### config.mk
export PLATFORM = sky130hd
export DESIGN_NAME = fp_align_stage
export DESIGN_NICKNAME = d
export VERILOG_FILES = /design/src/rtl/fp_align_stage.sv
export SDC_FILE = /design/constraint.sdc
export NUM_CORES = 1
export LEC_CHECK = 0
export BUFFER_PORTS_ARGS = -buffer_cell sky130_fd_sc_hd__buf_4
export CAP_MARGIN = 5
export CELL_PAD_IN_SITES_DETAIL_PLACEMENT = 0
export CELL_PAD_IN_SITES_GLOBAL_PLACEMENT = 1
export CORE_MARGIN = 2
export CORE_UTILIZATION = 45
export DETAILED_ROUTE_END_ITERATION = 7
export PLACE_DENSITY = 0.9
export SYNTH_ARGS = -nofsm -noshare
export SYNTH_HDL_FRONTEND = slang
export SYNTH_SLANG_ARGS = --single-unit
### constraint.sdc
create_clock -name clk -period 9.06 [get_ports clk]
set_input_delay 1.812 -clock clk [delete_from_list [all_inputs] [get_ports clk]]
set_output_delay 1.812 -clock clk [all_outputs]
set_load 0.01 [all_outputs]
### src/rtl/fp_align_stage.sv
// rtl/fp_align_stage.sv - pre-add operand alignment stage of the single-precision FP adder
module fp_align_stage #(
  parameter int EXP_W  = 8,
  parameter int FRAC_W = 23
) (
  input  logic                   clk,
  input  logic                   rst,
  input  logic                   in_valid,
  output logic                   in_ready,
  input  logic [EXP_W+FRAC_W:0]  a,
  input  logic [EXP_W+FRAC_W:0]  b,
  output logic                   out_valid,
  input  logic                   out_ready,
  output logic [FRAC_W:0]        mant_big,
  output logic [FRAC_W:0]        mant_small,
  output logic [EXP_W-1:0]       exp_out,
  output logic                   sign_big,
  output logic                   sign_small,
  output logic                   guard_out,
  output logic                   sticky_out,
  output logic                   swapped
);

  localparam int M     = FRAC_W + 1;
  localparam int S     = FRAC_W + 2;
  localparam int W     = EXP_W + FRAC_W + 1;
  localparam int CNT_W = $clog2(S + 1);

  typedef enum logic [1:0] {IDLE, COMPARE, SHIFT, DONE} state_t;

  state_t           state;
  logic [W-1:0]     a_q;
  logic [W-1:0]     b_q;
  logic [CNT_W-1:0] cnt;

  // Operand decode of the captured pair; exponent 0 behaves like exponent 1 with no hidden bit
  logic [EXP_W-1:0] exp_a;
  logic [EXP_W-1:0] exp_b;
  logic [EXP_W-1:0] eff_a;
  logic [EXP_W-1:0] eff_b;
  logic [M-1:0]     sig_a;
  logic [M-1:0]     sig_b;
  logic             b_big;
  logic [EXP_W-1:0] diff;
  logic [31:0]      diff32;
  logic [CNT_W-1:0] cnt_init;

  // Decode, magnitude compare and capped shift count for the COMPARE cycle
  always_comb begin
    exp_a    = a_q[W-2:FRAC_W];
    exp_b    = b_q[W-2:FRAC_W];
    eff_a    = (exp_a == '0) ? EXP_W'(1) : exp_a;
    eff_b    = (exp_b == '0) ? EXP_W'(1) : exp_b;
    sig_a    = {(exp_a != '0), a_q[FRAC_W-1:0]};
    sig_b    = {(exp_b != '0), b_q[FRAC_W-1:0]};
    // strict greater-than keeps A as the big operand on an exact tie
    b_big    = {eff_b, sig_b} > {eff_a, sig_a};
    diff     = b_big ? (eff_b - eff_a) : (eff_a - eff_b);
    diff32   = 32'(diff);
    // beyond S shifts every significand bit has already reached sticky
    cnt_init = (diff32 > 32'(S)) ? CNT_W'(S) : CNT_W'(diff32);
  end

  // Control FSM with registered handshake and datapath outputs
  always_ff @(posedge clk) begin
    if (rst) begin
      state      <= IDLE;
      in_ready   <= 1'b0;
      out_valid  <= 1'b0;
      a_q        <= '0;
      b_q        <= '0;
      cnt        <= '0;
      mant_big   <= '0;
      mant_small <= '0;
      exp_out    <= '0;
      sign_big   <= 1'b0;
      sign_small <= 1'b0;
      guard_out  <= 1'b0;
      sticky_out <= 1'b0;
      swapped    <= 1'b0;
    end else begin
      case (state)
        IDLE: begin
          // in_ready gates capture so the cycle right after reset cannot accept
          if (in_ready && in_valid) begin
            a_q      <= a;
            b_q      <= b;
            in_ready <= 1'b0;
            state    <= COMPARE;
          end else begin
            in_ready <= 1'b1;
          end
        end
        COMPARE: begin
          swapped    <= b_big;
          guard_out  <= 1'b0;
          sticky_out <= 1'b0;
          cnt        <= cnt_init;
          if (b_big) begin
            mant_big   <= sig_b;
            mant_small <= sig_a;
            exp_out    <= eff_b;
            sign_big   <= b_q[W-1];
            sign_small <= a_q[W-1];
          end else begin
            mant_big   <= sig_a;
            mant_small <= sig_b;
            exp_out    <= eff_a;
            sign_big   <= a_q[W-1];
            sign_small <= b_q[W-1];
          end
          if (cnt_init == '0) begin
            out_valid <= 1'b1;
            state     <= DONE;
          end else begin
            state     <= SHIFT;
          end
        end
        SHIFT: begin
          // one bit per clock: the old guard folds into sticky, the LSB becomes guard
          sticky_out <= sticky_out | guard_out;
          guard_out  <= mant_small[0];
          mant_small <= mant_small >> 1;
          cnt        <= cnt - CNT_W'(1);
          if (cnt == CNT_W'(1)) begin
            out_valid <= 1'b1;
            state     <= DONE;
          end
        end
        DONE: begin
          // results stay frozen until downstream takes them; new operands wait
          if (out_ready) begin
            out_valid <= 1'b0;
            in_ready  <= 1'b1;
            state     <= IDLE;
          end
        end
        default: begin
          state <= IDLE;
        end
      endcase
    end
  end

endmodule

Word level (Yosys, flattened, before mapping):

Index checks and enable logic that the tools add are counted.

* output and inout port bits: 63
* register bits: 134
* input port bits: 68
* word-level logic and storage cells: 67

* bitwise operators: 1
* add/subtract/negate cells: 3
* mux-type cells: 25
* magnitude comparators: 2
* reductions and logical operators: 14
* equal/unequal tests: 8

Operator list (count)
* 24-bit 2-to-1 mux: 2
* 24-bit one-hot mux with 2 select lines: 1
* 32-bit greater-than comparator: 1
* 8-bit 2-to-1 mux: 4
* 8-bit logical NOT: 2
* 8-bit nonzero test: 2
* 8-bit subtractor: 2
* 5-bit one-hot mux with 2 select lines: 1
* 8-bit by 5-bit greater-than comparator with 1-bit output, second input constant: 1
* 1-bit 2-to-1 mux: 8
* 2-bit inequality test, second input constant: 4
* 2-bit one-hot mux with 4 select lines: 1
* 2-bit 2-to-1 mux: 3
* 1-bit one-hot mux with 2 select lines: 3
* 5-bit by 1-bit equality test with 1-bit output, second input constant: 1
* 5-bit logical NOT: 1
* 5-bit 2-to-1 mux: 1
* 5-bit by 1-bit subtractor with 5-bit output, second input constant: 1
* 2-bit equality test, second input constant: 2
* 2-bit AND reduction: 2
* 4-bit AND reduction: 1
* 2-bit nonzero test: 2
* 1-bit one-hot mux with 3 select lines: 1
* 3-bit AND reduction: 1
* other kinds (5): 5

Longest topological paths before layout:

* depth after elaboration: 9
* depth in mapped cells: 15

Worst setup path before layout:

Ideal clock, no wire load.

* path kind: register to register
* start: register a_q[24]
* end: register cnt[1]
* data required time: 8972 ps
* setup slack: 5861 ps
* data arrival time: 3111 ps
* stages on the path, launching flop included: 14
* cell sequence: dfxtp_1 > or4_1 > nor2_1 > nor2_1 > ha_1 > nand4_1 > nor3_1 > a221oi_1 > a22o_1 > a21boi_0 > or3_1 > o211ai_2 > nand3_1 > a311oi_2

* cells in the longest elaborated chain, start to end: 7

Ends and longest elaborated chain
* start: declaration: line 32 `logic [W-1:0] a_q;`
* start signal: assignment: line 70 `a_q <= '0;`
* start signal: assignment: line 86 `a_q <= a;`
* 8-bit logical NOT: line 52 `eff_a = (exp_a == '0) ? EXP_W'(1) : exp_a;`
* 8-bit 2-to-1 mux: line 52
* 32-bit greater-than comparator / 8-bit subtractor (equally long branches): line 57, 58
* 8-bit 2-to-1 mux *: line 58 `diff = b_big ? (eff_b - eff_a) : (eff_a - eff_b);`
* 8-bit by 5-bit greater-than comparator with 1-bit output: line 61 `cnt_init = (diff32 > 32'(S)) ? CNT_W'(S) : CNT_W'(diff32);`
* 5-bit 2-to-1 mux *: line 61
* 5-bit one-hot mux with 2 select lines *: line 82 `case (state)`
* end signal: assignment: line 98 `cnt <= cnt_init;`
* end signal: assignment: line 124 `cnt <= cnt - CNT_W'(1);`
* end: declaration: line 34 `logic [CNT_W-1:0] cnt;`

Mark *: on every way between the ends. The rest lies on a longest branch, timed or not.
A chain may end at the register's enable or synchronous reset.

Worst setup path in the final report:

Same ends and word-level chain as after synthesis.

==> reports/metrics.cfg <==
[critical_path]
critPathMaxStageDelay_ns = 0.88
crit_slowest_cell = nor2_4
start_kind = flop
cp_data_arrival_time_ns = 5.18
endpoint_kind = flop
path_max_fanout = 34
worstPathRequired_ns = 9.39
worstPathCellList = or4_1, nor2_1, nor2_1, ha_1, nand4_1, nor3_1, a221oi_1, a22oi_2, nor2_4, buf_4, a2bb2oi_2, nor2_1, nand3_1, a311oi_2
critPathMostFrequentCell = nor2_1
criticalPathCategory = reg -> reg
r2r_start = a_q[24]
critPathLaunch = a_q[24]

[timing]
setup_slack_ns = 4.211
maxSlewHeadroom_pct = 25.24
setup-tns-final_ns = 0
fin_crit_ns = 4.849
tightest_slew_ns = 1.119
whs_ns = 0.4680
fin_skew_ns = 0.01124
setup_violations = 0
timing.fmax_mhz = 206.2
hold_violations = 0
finalMaxSlewViolations = 0
fin_crit_sh_pct = 53.52
rsz0062_at_grt = false

[power_and_ir_drop]
leakagePower_nw = 3.677
ir_worst_vdd_mv = 0.2146
power.total_mw = 3.348
powerDensity_nw_per_um2 = 377.2

[global_route]
grtUsageTotal_pct = 21.96
antenna_found_initial = 0
grt-ovfl-total = 0
grt_pass1_vias = 6065
grt_max_degree = 72
grt_first_pass_wirelength_um = 31030

[drt]
route.detailed.drc = 0
dr_total_vias = 6359
routedWlPerCell_um = 15.15
initialDrtViolationCount = 320
drt_pass1_iterations = 5
ant_nets = 0
vias_per_cell = 5.225
routed_wl_um = 18440

[yosys]
synth.cell_area_um2 = 7306
synth_top_cell_by_area = dfxtp_1
async_reset_ff_share_pct = 0
yosys-top-cells-area = dfxtp_1, mux2i_1, nand2_1
ys.flop_type = dfxtp_1
ys_types = 63
synth-edff-count = 0
yosys.area.top_type_share_pct = 36.72
synthCells = 905
syn-num-nets = 1021
ys_warn_count = 0
synth.most_common_cell = nand2_1
synth_seq_cells = 134
seq_area_frac_synth_pct = 36.72
syn_area_per_cell_um2 = 8.073
synth_commonest_cells = nand2_1, dfxtp_1, a21oi_1

[clock_tree]
hold_buffers = 0
cts_buffers = 17
cts_setup_buffers = 0
clk_pin_slew_worst_paths_ns = 0.06
clock_latency_ns = 0.42
cts_tree = built
clkSinkCount = 134
cts_buffer_depth = 2
cts-resized-gates = 0
cts_root_buf = clkbuf_16
h-tree-depth = 4

[job]
drv_cap = 0

[placed_design]
io_buffers = 130
pre_cts_ws_ns = 4.170
dpl.cell_count = 1186
place_congestion = 0.8552
hpwl_um = 12650

[floorplan]
pin_count = 131
design.core.area_um2 = 15890
fp.dieH_um = 131.4
dieArea_um2 = 17270
die_w_um = 131.4
row_count = 46
start_util_pct = 45.99

[layout]
syn_to_final_growth_pct = 21.49
multiInputGateArea_um2 = 4172
n_antenna_cell = 0
fin_nets = 1105
drive_gt1_share_pct = 18.78
fillerInstances = 1556
regArea_um2 = 2683
stdcell_count = 1217

[worst_hold_path]
worstHoldStart = b_q[31]
hp-class = reg -> reg

[status]
status = complete, no violations

[registers in the layout, summed over array words and instances (netlist names), 2 cells and up]
name        count
a_q            32
mant_big       24
b_q            32
exp_out         8
cnt             5
mant_small     24
state           2
[where the power goes]
| group | switching, mW | leakage [nW] | internal (mW) |
|---|---|---|---|
| logic | 1.07 | 2.31 | 0.795 |
| registers | 0.105 | 1.09 | 0.716 |
| clock network | 0.266 | 0.276 | 0.399 |
| total | 1.44 | 3.68 | 1.91 |
[metrics by stage]
step	util, %	cell area [um^2]
after floorplan	-	7306
after global placement	52.32	8310
after detailed placement	52.32	8310
after CTS	55.88	8876
after global routing	55.88	8876
final	55.88	8876
[path summary, 6_finish.rpt]
kind         endpoint  slack, ns  cells after the start
max            cnt[1]       4.21                     14
min           b_q[31]       0.47                      2
max reg2reg    cnt[1]       4.21                     14
min reg2reg   b_q[31]       0.47                      2
[layout make-up]
type,count,area share [%]
clock buffers,21,5.300
clock inverters,10,1.071
inverters,46,1.945
multi-input cells,655,47.00
flip-flops and latches,134,30.22
well taps,216,3.045
repair buffers,135,11.42
[layout by cell type, fill, tap and decap left out, drive strengths merged, types with 12 or more instances in the layout]
master,netlist,routed
clkbuf,55,21
a21oi,93,93
nand2,170,170
nor2,81,81
mux2i,85,85
buf,15,135
o21ai,33,33
a211oi,39,39
dfxtp,134,134
nand4,12,12
ha,46,46
inv,46,49
[critical path: cells and delay by family (launching register included)]
family | cells | cell delay, ns
simple gates | 8 | 2.36
buf+inv | 1 | 0.61
compound gates | 4 | 1.08
flops | 1 | 0.39
fa+ha+maj | 1 | 0.31
[routing by layer]
metal,global-route usage (%),vias to the layer above,part of all wire (%)
li1,-,3278,-
met1,30.97,2937,50
met2,34.41,128,45
met3,3.974,16,4.0
met4,6.159,0,0.99
met5,0,-,0
[logic make-up (layout without fill, tap and decap cells)]
kind of cell             count (synthesis)  in the layout  share of synthesized area (%)
AO/OA/AOI/OAI                          203            203                          17.38
XOR/XNOR                                 1              1                         0.1199
adder cells (fa/ha/maj)                 48             48                          8.426
buffers and inverters                  116            212                          6.371
flip-flops                             134            134                          36.72
multiplexers                            86             86                          11.80
AND/OR/NAND/NOR                        317            317                          19.18
No activity file was read; power rests on OpenSTA's default activity.
